--- config.mk ---
export PLATFORM = sky130hd
export DESIGN_NAME = pc_fetch_unit
export DESIGN_NICKNAME = d
export VERILOG_FILES = /design/src/rtl/pc_fetch_unit_pkg.sv /design/src/rtl/pc_fetch_unit_pc_next_sel.sv /design/src/rtl/pc_fetch_unit.sv
export SDC_FILE = /design/constraint.sdc
export NUM_CORES = 1
export LEC_CHECK = 0
export CAP_MARGIN = 20
export CORE_MARGIN = 5
export CORE_UTILIZATION = 39
export DETAILED_ROUTE_END_ITERATION = 8
export HOLD_SLACK_MARGIN = 0.15
export PLACE_DENSITY = 0.81
export SYNTH_ARGS = -nofsm -noshare
export SYNTH_HDL_FRONTEND = slang
export SYNTH_SLANG_ARGS = --single-unit
--- constraint.sdc ---
create_clock -name clk -period 1.75 [get_ports clk]
set_input_delay 0.175 -clock clk [delete_from_list [all_inputs] [get_ports clk]]
set_output_delay 0.175 -clock clk [all_outputs]
set_load 0.01 [all_outputs]
--- src/rtl/pc_fetch_unit_pkg.sv ---
// Shared constants and types for the PC / fetch loop; also used by jump control and decode.
package pc_fetch_unit_pkg;

    localparam int unsigned ADDR_W = 8;
    localparam int unsigned INS_W  = 24;

    typedef logic [ADDR_W-1:0] addr_t;
    typedef logic [INS_W-1:0]  ins_t;

    localparam addr_t RESET_PC = 8'h00;
    localparam ins_t  NOP_INS  = 24'h000000;

    // Source of the next program counter value
    typedef enum logic [1:0] {
        PC_SEL_SEQ  = 2'd0,
        PC_SEL_JMP  = 2'd1,
        PC_SEL_PEND = 2'd2,
        PC_SEL_HOLD = 2'd3
    } pc_sel_e;

    // Fetched instruction together with its address
    typedef struct packed {
        ins_t  ins;
        addr_t addr;
    } fetch_out_t;

    // Stall dominates; a live jump beats a parked one
    function automatic pc_sel_e pc_sel_decode(input logic stall, input logic jmp, input logic pend);
        pc_sel_e sel;
        sel = PC_SEL_SEQ;
        if (stall) begin
            sel = PC_SEL_HOLD;
        end else if (jmp) begin
            sel = PC_SEL_JMP;
        end else if (pend) begin
            sel = PC_SEL_PEND;
        end
        return sel;
    endfunction

endpackage

--- src/rtl/pc_fetch_unit_pc_next_sel.sv ---
// Combinational next-PC selector: sequential, live jump, parked jump or hold.
module pc_next_sel
    import pc_fetch_unit_pkg::*;
(
    input  logic [ADDR_W-1:0] pc_i,
    input  logic [ADDR_W-1:0] jmp_loc_i,
    input  logic [ADDR_W-1:0] pend_loc_i,
    input  logic              stall_i,
    input  logic              pc_mux_sel_i,
    input  logic              pend_i,
    output logic [ADDR_W-1:0] pc_d_o,
    output pc_sel_e           sel_o
);

    always_comb begin
        sel_o  = pc_sel_decode(stall_i, pc_mux_sel_i, pend_i);
        pc_d_o = pc_i;
        unique case (sel_o)
            PC_SEL_SEQ:  pc_d_o = pc_i + ADDR_W'(1);
            PC_SEL_JMP:  pc_d_o = jmp_loc_i;
            PC_SEL_PEND: pc_d_o = pend_loc_i;
            PC_SEL_HOLD: pc_d_o = pc_i;
            default:     pc_d_o = pc_i;
        endcase
    end

endmodule

--- src/rtl/pc_fetch_unit.sv ---
// Program counter and instruction fetch stage with 1-cycle memory, stall hold,
// jump parking during stall and a single-bubble squash on every redirect.
module pc_fetch_unit
    import pc_fetch_unit_pkg::*;
(
    input  logic              clk,
    input  logic              reset,
    input  logic [ADDR_W-1:0] jmp_loc,
    input  logic              pc_mux_sel,
    input  logic              stall,
    output logic [ADDR_W-1:0] imem_addr,
    output logic              imem_rd,
    input  logic [INS_W-1:0]  imem_data,
    output logic [INS_W-1:0]  ins,
    output logic [ADDR_W-1:0] Current_Address,
    output logic              ins_valid
);

    logic [ADDR_W-1:0] pc_q;
    logic [ADDR_W-1:0] pc_d;
    logic [ADDR_W-1:0] addr_q;
    logic              valid_q;
    logic              pend_q;
    logic [ADDR_W-1:0] pend_loc_q;
    pc_sel_e           sel;

    pc_next_sel u_pc_next_sel (
        .pc_i         (pc_q),
        .jmp_loc_i    (jmp_loc),
        .pend_loc_i   (pend_loc_q),
        .stall_i      (stall),
        .pc_mux_sel_i (pc_mux_sel),
        .pend_i       (pend_q),
        .pc_d_o       (pc_d),
        .sel_o        (sel)
    );

    // A redirect squashes the read issued from the old path, so only sequential edges validate
    always_ff @(posedge clk or negedge reset) begin
        if (!reset) begin
            pc_q       <= RESET_PC;
            addr_q     <= RESET_PC;
            valid_q    <= 1'b0;
            pend_q     <= 1'b0;
            pend_loc_q <= '0;
        end else if (stall) begin
            if (pc_mux_sel) begin
                pend_q     <= 1'b1;
                pend_loc_q <= jmp_loc;
            end
        end else begin
            pc_q    <= pc_d;
            addr_q  <= pc_q;
            valid_q <= (sel == PC_SEL_SEQ);
            pend_q  <= 1'b0;
        end
    end

    assign imem_addr       = pc_q;
    assign imem_rd         = reset & ~stall;
    assign ins             = valid_q ? imem_data : NOP_INS;
    assign Current_Address = addr_q;
    assign ins_valid       = valid_q;

endmodule

==> reports/qor.yml, run 1 <==
sta:
  max_freq_mhz: 600
  hold_violations: 0
  finalWorstSetupSlack_ps: 84.7
  skew_ps: 3.97
  finalSetupViolCount: 0
  max_slew_margin: 0.759
  fin_crit_ps: 1670
  rsz0062_at_grt: "no"
  tns_ps: 0
  period_share: 0.952
  finalMaxSlewViolations: 0
  worst_pin_slew_ps: 361
clocking:
  cts.path.max_buffers: 2
  cts_resized: 0
  post_cts_buffers: 0
  clk_pin_slew_ps: 90
  cts.sinks: 26
  numCtsBuffers: 3
  cts_tree: "done"
  hold_buffers: 0
  htreeDepth: 1
  clock_latency_ps: 270
  root_buffer: "clkbuf_8"
grt:
  grt_max_degree: 27
  grt_overflow_total: 0
  antenna_found_initial: 0
  grt_first_pass_wirelength_mm: 6.30
  grt_pass1_vias: 1323
  grt.total_usage: 0.156
synthesis:
  ys_seq_area_frac: 0.457
  synth_area_leaders: "dfrtp_1, mux2_1, and2_1"
  synth_area_per_cell_sq_um: 9.97
  synth_cells: 143
  yosysWarningCount: 0
  synth_top_area_cell: "dfrtp_1"
  ys.flop_type: "dfrtp_1"
  synth_nets: 180
  ys_types: 35
  syn_area_sq_um: 1430
  async_flop_share: 1.00
  synth_edf_count: 0
  ys_ff_latch: 26
  yosysTopAreaCellShare: 0.457
power_and_ir_drop:
  total_power_mw: 1.90
  p_per_area_nw_per_um2: 798
  ir_drop_mv: 0.476
  p_leak_nw: 0.974
placement:
  io_buffer_count: 77
  numPlacedInstances: 267
  place.gp.congestion: 0.975
  preCtsSetupSlack_ps: 73.1
  hpwl_mm: 2.97
layout:
  final_cells: 271
  area_delta_synth_final_pct: 67.3
  multi_input_area_sq_um: 718
  nets: 261
  seqCellArea_sq_um: 651
  fill_cells: 301
  num_antenna_cells: 0
  final_cell_mix: "clkdlybuf4s50_1, dfrtp_1, and2_1"
  drive_gt1_frac: 0.0628
  final_common_cell: "clkdlybuf4s50_1"
detailed_routing:
  drt-pass1-iter-count: 4
  avgRoutedWirePerCell_microns: 13.8
  vias_per_cell: 4.87
  routed_wl_mm: 3.75
  vias: 1319
  drcViolationCount: 0
  drt-initial-drc-count: 42
  ant_nets: 0
worst_setup_path:
  crit_slowest_cell: "clkdlybuf4s50_1"
  crit_arrival_ps: 1490
  cp.required_ps: 1570
  crit_fanout: 6
  end_kind: "output pin"
  startpoint_type: "input pin"
  cp_slowest_stage_delay_ps: 560
  worstSetupPathType: "input pin to output pin"
  critPathMostFrequentCell: "clkdlybuf4s50_1"
  cp.buffers_inverters: 2
  worstPathCellList: "clkdlybuf4s50_1, nor2b_1, clkdlybuf4s50_1"
  crit_family: "buffers and inverters"
run_status:
  outcome: "complete, no violations"
min_path:
  holdCritPathClass: "input pin to asynchronous set/reset pin"
job:
  cap_violations: 0
floorplanning:
  rows: 22
  core_sq_um: 3610
  start_util: 0.395
  io_pins: 78
  die_h_microns: 70.5
  die_w_microns: 70.5
  die_area_sq_um: 4960
[worst reg2reg max path, cell delays in order, from the launching register on]
cell and delay (ps):
dfrtp_1 520, or2_1 360, o311a_1 370, o22ai_2 130
[path summary, 6_finish.rpt]
| check | start | end | slack (ps) | cells after the start |
|---|---|---|---|---|
| min in group clk | Current_Address[6]$_DFFE_PN0N_ | Current_Address[6]$_DFFE_PN0N_ | 480 | 2 |
| hold / removal | reset | imem_addr[2]$_DFFE_PN0P_ | 320 | 2 |
| setup / recovery | stall | imem_rd | 80 | 3 |
| setup reg to reg | pend_q$_DFFE_PN0P_ | imem_addr[3]$_DFFE_PN0P_ | 310 | 3 |
| hold reg to reg | Current_Address[6]$_DFFE_PN0N_ | Current_Address[6]$_DFFE_PN0N_ | 480 | 2 |
| max in group asynchronous | reset | ins_valid$_DFFE_PN0N_ | 1180 | 2 |
[layout make-up]
type	instances	area share
Inverter	4	0.00630
Sequential cell	26	0.273
Multi-Input combinational cell	104	0.301
Clock buffer	3	0.0173
Clock inverter	1	0.0126
Timing Repair Buffer	85	0.364
Tap cell	48	0.0252
[through the flow]
| step | instance area [sq um] | utilization | hold slack, ps |
|---|---|---|---|
| final | 2380 | 0.661 | 325 |
| after floorplan | 1430 | - | -121 |
| after global routing | 2380 | 0.661 | 368 |
| after CTS | 2380 | 0.661 | 335 |
| after global placement | 2310 | 0.641 | 454 |
| after detailed placement | 2310 | 0.641 | 466 |
[sequential cells by signal (all words and copies together), names as in the netlist]
| signal | cells |
|---|---|
| Current_Address | 8 |
| imem_addr | 8 |
| ins_valid | 1 |
| pend_loc_q | 8 |
| pend_q | 1 |
[layer usage]
metal | wire length, microns | global-route usage | up-vias
met2 | 1770 | 0.251 | 63
met3 | 361 | 0.0432 | 7
met1 | 1550 | 0.194 | 588
met5 | 0 | 0 | -
met4 | 72 | 0.0702 | 0
li1 | - | - | 661
[report_power, final]
group	switching [mW]	leakage (nW)	internal (mW)
registers	0.0941	0.312	0.701
clock network	0.185	0.0357	0.306
logic	0.232	0.625	0.384
[synthesized netlist by cell type, types with 2 or more instances]
master	n
a21oi_1	6
dfrtp_1	26
inv_1	4
nand3_1	3
nand2b_1	3
and3_1	2
nand3b_1	5
and2_1	25
o311a_1	2
nor2_1	3
nor3_1	2
nor2b_1	2
nand4_1	2
nor4_1	2
nand2_1	14
o21ai_1	3
buf_2	6
clkbuf_1	3
mux2_1	14
[cell families (layout without fill, tap and decap cells)]
kind of cell	count (synthesis)	in the layout	share of synthesized area
simple gates	65	65	0.257
mux	16	16	0.126
buf+inv	13	93	0.0395
fa+ha+maj	1	1	0.00878
compound gates	22	22	0.112
flops	26	26	0.457
Power figures use the tool's default switching activity.
==> inputs of run 2 (changes only) <==
--- a/config.mk
+++ b/config.mk
@@ -6,7 +6,7 @@
 export NUM_CORES = 1
 export LEC_CHECK = 0
 export CAP_MARGIN = 20
-export CORE_MARGIN = 5
+export CORE_MARGIN = 4
 export CORE_UTILIZATION = 39
 export DETAILED_ROUTE_END_ITERATION = 8
 export HOLD_SLACK_MARGIN = 0.15
@@ -14,3 +14,4 @@
 export SYNTH_ARGS = -nofsm -noshare
 export SYNTH_HDL_FRONTEND = slang
 export SYNTH_SLANG_ARGS = --single-unit
+export TNS_END_PERCENT = 5
==> run 2 against run 1 <==
Net effect: register-to-register slack about the same; die area down 5.6%; clock power down 22%; wire length up 11%; cell count down 0.37%; non-clock buffer count up 1; critical path depth unchanged; clock-buffer cell count up 1; first-iteration DRC count down 62%; sequential share of layout area up 0.48 points; largest cell class unchanged; critical endpoint is now ins[15]; largest power group unchanged; combinational power about the same; total power down 5.4%.
==> reports/qor.yml, run 2 (synthesis gave the netlist of run 1 again) <==
sta:
  max_freq_mhz: 597  # was 600 MHz
  hold_violations: 0  # unchanged
  period_share: 0.958  # was 0.952
  rsz0062_at_grt: "no"  # unchanged
  finalMaxSlewViolations: 0  # unchanged
  finalWorstSetupSlack_ps: 74.0  # was 84.7 ps
  skew_ps: 3.89  # was 3.97 ps
  max_slew_margin: 0.739  # was 0.759
  fin_crit_ps: 1680  # was 1670 ps
  worst_pin_slew_ps: 390  # was 361 ps
  finalSetupViolCount: 0  # unchanged
  tns_ps: 0  # unchanged
layout:
  area_delta_synth_final_pct: 64.4  # was 67.3%
  seqCellArea_sq_um: 651  # unchanged
  final_common_cell: "clkdlybuf4s50_1"  # unchanged
  nets: 262  # was 261
  design_area_sq_um: 2340  # was 2380 sq um
  multi_input_area_sq_um: 718  # unchanged
  fill_cells: 283  # was 301
  drive_gt1_frac: 0.0670  # was 0.0628
  num_antenna_cells: 0  # unchanged
  final_cell_mix: "clkdlybuf4s50_1, dfrtp_1, and2_1"  # unchanged
  final_cells: 270  # was 271
floorplanning:
  start_util: 0.414  # was 0.395
  rows: 21  # was 22
  die_h_microns: 68.5  # was 70.5 microns
  die_w_microns: 68.5  # was 70.5 microns
  io_pins: 78  # unchanged
  core_sq_um: 3440  # was 3610 sq um
  die_area_sq_um: 4690  # was 4960 sq um
grt:
  grt_first_pass_wirelength_mm: 6.46  # was 6.30 mm
  grt_overflow_total: 0  # unchanged
  grt.total_usage: 0.182  # was 0.156
  grt_max_degree: 27  # unchanged
  grt_pass1_vias: 1451  # was 1323
  antenna_found_initial: 0  # unchanged
worst_setup_path:
  ff2ff_setup_slack_ps: 310  # about the same
  cp.buffers_inverters: 2  # unchanged
  worstPathCellList: "buf_8, and2_1, clkdlybuf4s50_1"  # was clkdlybuf4s50_1, nor2b_1, clkdlybuf4s50_1
  cp.required_ps: 1570  # about the same
  cp_slowest_stage_delay_ps: 530  # was 560 ps
  crit_family: "buffers and inverters"  # unchanged
  worstSetupPathType: "flop to output pin"  # was input pin to output pin
  crit_slowest_cell: "clkdlybuf4s50_1"  # unchanged
  crit_fanout: 25  # was 6
  end_kind: "output pin"  # unchanged
  crit_arrival_ps: 1500  # was 1490 ps
  startpoint_type: "flop"  # was input pin
power_and_ir_drop:
  power_frac_comb: 0.343  # was 0.324
  ir_drop_mv: 0.532  # was 0.476 mV
  p_int_mw: 1.28  # was 1.39 mW
  clkPwrFrac: 0.214  # was 0.258
  p_leak_nw: 0.961  # was 0.974 nW
  seq_power_share: 0.443  # was 0.418
  p_per_area_nw_per_um2: 768  # was 798 nW/um^2
  switchingPower_mw: 0.521  # was 0.512 mW
  p_sw_frac: 0.290  # was 0.269
clocking:
  clk_pin_slew_ps: 90  # about the same
  cts_tree: "done"  # unchanged
  htreeDepth: 1  # unchanged
  clock_latency_ps: 270  # about the same
  cts_resized: 0  # unchanged
  root_buffer: "clkbuf_8"  # unchanged
  cts.path.max_buffers: 2  # unchanged
  post_cts_buffers: 0  # unchanged
  hold_buffers: 0  # unchanged
  cts.sinks: 26  # unchanged
  numCtsBuffers: 3  # unchanged
detailed_routing:
  met2_length_mm: 2.06  # was 1.77 mm
  avgRoutedWirePerCell_microns: 15.5  # was 13.8 microns
  wl_met1_mm: 1.59  # was 1.55 mm
  top_layer_used: "met4"  # unchanged
  vias: 1404  # was 1319
  drt-initial-drc-count: 16  # was 42
  vias_per_cell: 5.20  # was 4.87
  drcViolationCount: 0  # unchanged
  drt-pass1-iter-count: 4  # unchanged
  routed_wl_mm: 4.18  # was 3.75 mm
  route.met3.wl_microns: 517  # was 361 microns
  ant_nets: 0  # unchanged
placement:
  preCtsSetupSlack_ps: 56.8  # was 73.1 ps
  place_area_sq_um: 2280  # was 2310 sq um
  place.gp.congestion: 0.846  # was 0.975
  io_buffer_count: 77  # unchanged
  numPlacedInstances: 266  # was 267
  hpwl_mm: 3.35  # was 2.97 mm
job:
  cap_violations: 0  # unchanged
min_path:
  holdCritPathClass: "input pin to asynchronous set/reset pin"  # unchanged
run_status:
  outcome: "complete, no violations"  # unchanged
==> run 2: changes by cell type in the layout (fill, tap and decap cells not counted) <==
cell and change:
bufinv_16 -1, buf_8 +1, buf_4 +3, buf_12 -3, clkbuf_8 +1
==> run 2: power groups by stage <==
| stage | Sequential (mW) | Combinational (mW) | Clock, mW |
|---|---|---|---|
| after floorplan | 0.817 | 0.222 | 0 |
| after global placement | 0.805 | 0.611 | 0 |
| after detailed placement | 0.809 | 0.622 | 0 |
| after CTS | 0.797 | 0.624 | 0.398 |
| after global routing | 0.816 | 0.672 | 0.419 |
| final | 0.797 | 0.618 | 0.385 |
==> run 2: area by class of cell <==
class	instances	area share
Tap cell	46	0.0246
Clock buffer	4	0.0235
Sequential cell	26	0.278
Timing Repair Buffer	86	0.361
Inverter	4	0.00641
Multi-Input combinational cell	104	0.307
==> run 2: worst paths after layout <==
kind                                                     start                             end  depth (start not counted)
min in group clk                Current_Address[6]$_DFFE_PN0N_  Current_Address[6]$_DFFE_PN0N_                          2
worst max register to register        imem_addr[0]$_DFFE_PN0P_        imem_addr[4]$_DFFE_PN0P_                          4
worst max-delay path                     ins_valid$_DFFE_PN0N_                         ins[15]                          3
worst min-delay path                                     reset  Current_Address[0]$_DFFE_PN0N_                          2
max in group asynchronous                                reset        imem_addr[3]$_DFFE_PN0P_                          2
worst min register to register  Current_Address[6]$_DFFE_PN0N_  Current_Address[6]$_DFFE_PN0N_                          2
==> run 2: metrics by stage <==
stage	utilization	hold slack (ps)	power, mW
after floorplan	-	-121	1.04
after global placement	0.662	464	1.42
after detailed placement	0.662	460	1.43
after CTS	0.678	335	1.82
after global routing	0.680	366	1.91
final	0.680	318	1.80
==> run 2: metal layers <==
metal	up-vias	global-route usage
li1	662	-
met1	666	0.195
met2	74	0.349
met3	2	0.0394
met4	0	0.0546
met5	-	0
==> inputs of run 3 (changes only) <==
==> constraint.sdc (replaced) <==
create_clock -name clk -period 1.61 [get_ports clk]
set_input_delay 0.161 -clock clk [delete_from_list [all_inputs] [get_ports clk]]
set_output_delay 0.161 -clock clk [all_outputs]
set_load 0.01 [all_outputs]
==> run 3 against run 2 <==
Net effect: wire length shrank 4.0%; die area did not move; cell count did not move; critical path depth shrank 2; critical endpoint is now imem_addr[3]; largest cell class unchanged.
==> reports/qor.yml, run 3 (synthesis gave the netlist of run 1 again) <==
sta:
  tns_ps: 0  # unchanged
  period_share: 0.959
  fin_crit_ps: 1540
  finalSetupViolCount: 0  # unchanged
  max_freq_mhz: 648
  rsz0062_at_grt: "no"  # unchanged
  finalWorstSetupSlack_ps: 66.0  # was 74.0 ps
  hold_violations: 0  # unchanged
  worst_pin_slew_ps: 368  # was 390 ps
  finalMaxSlewViolations: 0  # unchanged
  max_slew_margin: 0.754  # was 0.739
  skew_ps: 4.85  # was 3.89 ps
worst_setup_path:
  crit_fanout: 7  # was 25
  crit_family: "buffers and inverters"  # unchanged
  crit_slowest_cell: "clkdlybuf4s50_1"  # unchanged
  worstPathCellList: "clkdlybuf4s50_1"  # was buf_8, and2_1, clkdlybuf4s50_1
  worstSetupPathType: "flop to output pin"  # unchanged
  cp.required_ps: 1450  # was 1570 ps
  cp.buffers_inverters: 1  # was 2
  end_kind: "output pin"  # unchanged
  startpoint_type: "flop"  # unchanged
  crit_arrival_ps: 1380  # was 1500 ps
  cp_slowest_stage_delay_ps: 600  # was 530 ps
floorplanning:
  start_util: 0.414  # unchanged
  die_h_microns: 68.5  # unchanged
  io_pins: 78  # unchanged
  rows: 21  # unchanged
  die_w_microns: 68.5  # unchanged
  core_sq_um: 3440  # unchanged
  die_area_sq_um: 4690  # unchanged
clocking:
  cts.path.max_buffers: 2  # unchanged
  hold_buffers: 0  # unchanged
  clock_latency_ps: 270  # about the same
  cts_tree: "done"  # unchanged
  post_cts_buffers: 0  # unchanged
  root_buffer: "clkbuf_8"  # unchanged
  clk_pin_slew_ps: 90  # about the same
  cts.sinks: 26  # unchanged
  numCtsBuffers: 3  # unchanged
  htreeDepth: 1  # unchanged
detailed_routing:
  routed_wl_mm: 4.01  # was 4.18 mm
  ant_nets: 0  # unchanged
  vias: 1396  # was 1404
  drt-pass1-iter-count: 4  # unchanged
  drcViolationCount: 0  # unchanged
  drt-initial-drc-count: 29  # was 16
  vias_per_cell: 5.17  # was 5.20
  avgRoutedWirePerCell_microns: 14.9  # was 15.5 microns
layout:
  design_area_sq_um: 2370  # was 2340 sq um
  num_antenna_cells: 0  # unchanged
  area_delta_synth_final_pct: 66.3  # was 64.4%
  final_cell_mix: "clkdlybuf4s50_1, dfrtp_1, and2_1"  # unchanged
  drive_gt1_frac: 0.0670  # unchanged
  final_common_cell: "clkdlybuf4s50_1"  # unchanged
  nets: 262  # unchanged
  final_cells: 270  # unchanged
grt:
  grt_max_degree: 27  # unchanged
  grt_pass1_vias: 1371  # was 1451
  grt_first_pass_wirelength_mm: 6.08  # was 6.46 mm
  grt.total_usage: 0.169  # was 0.182
  grt_overflow_total: 0  # unchanged
  antenna_found_initial: 0  # unchanged
placement:
  place_area_sq_um: 2280  # unchanged
  place.gp.congestion: 0.872  # was 0.846
  io_buffer_count: 77  # unchanged
  hpwl_mm: 3.19  # was 3.35 mm
  preCtsSetupSlack_ps: 19.2  # was 56.8 ps
  numPlacedInstances: 266  # unchanged
power_and_ir_drop:
  p_per_area_nw_per_um2: 863  # was 768 nW/um^2
  p_leak_nw: 1.20  # was 0.961 nW
  ir_drop_mv: 0.641  # was 0.532 mV
min_path:
  holdCritPathClass: "input pin to asynchronous set/reset pin"  # unchanged
job:
  cap_violations: 0  # unchanged
run_status:
  outcome: "complete, no violations"  # unchanged
-- run 3: changes by cell type in the layout (fill, tap and decap cells not counted), sizes merged --
cell / before / now
bufinv: 0 / 1
clkbuf: 4 / 3
clkdlybuf4s50: 77 / 53
dlygate4sd2: 0 / 12
dlymetal6s2s: 0 / 12
-- run 3: repair_timing --
item | 4_1_cts | 5_1_grt
setup endpoints to repair | 13 | 12
resized for setup | 12 | 13
hold endpoints to repair | 0 | 0
-- run 3: layer usage --
layer  wire, microns  GRT usage  vias to the layer above
met1            1600      0.197                      657
met4              15     0.0521                        0
met3             480     0.0378                        2
met5               0          0                        -
met2            1920      0.304                       75
li1                -          -                      662
-- run 3: through the flow --
stage | utilization | hold WS, ps | total power [mW]
after floorplan | - | -135 | 1.13
after global placement | 0.662 | 460 | 1.54
after detailed placement | 0.662 | 471 | 1.55
after CTS | 0.679 | 283 | 2.08
after global routing | 0.688 | 307 | 2.17
final | 0.688 | 272 | 2.04
-- run 3: report_power, final --
group | internal [mW] | leakage (nW) | switching (mW)
clock | 0.332 | 0.0357 | 0.197
combinational | 0.391 | 0.857 | 0.256
sequential | 0.761 | 0.312 | 0.107
-- run 3: final timing paths --
path	startpoint	end	slack (ps)	depth (start not counted)
min in group clk	Current_Address[6]$_DFFE_PN0N_	Current_Address[6]$_DFFE_PN0N_	490	2
max in group asynchronous	reset	imem_addr[6]$_DFFE_PN0P_	1090	2
hold / removal	reset	pend_loc_q[1]$_DFFE_PN0P_	270	2
hold reg to reg	Current_Address[6]$_DFFE_PN0N_	Current_Address[6]$_DFFE_PN0N_	490	2
setup / recovery	imem_addr[3]$_DFFE_PN0P_	imem_addr[3]	70	1
setup reg to reg	imem_addr[0]$_DFFE_PN0P_	imem_addr[4]$_DFFE_PN0P_	160	4
-- run 3: layout make-up --
cell class                      count  area (sq um)
Clock inverter                      1          30.0
Tap cell                           46          57.6
Sequential cell                    26           651
Clock buffer                        3          41.3
Inverter                            4          15.0
Timing Repair Buffer               86           857
Multi-Input combinational cell    104           718
Fill cell                         275          1070
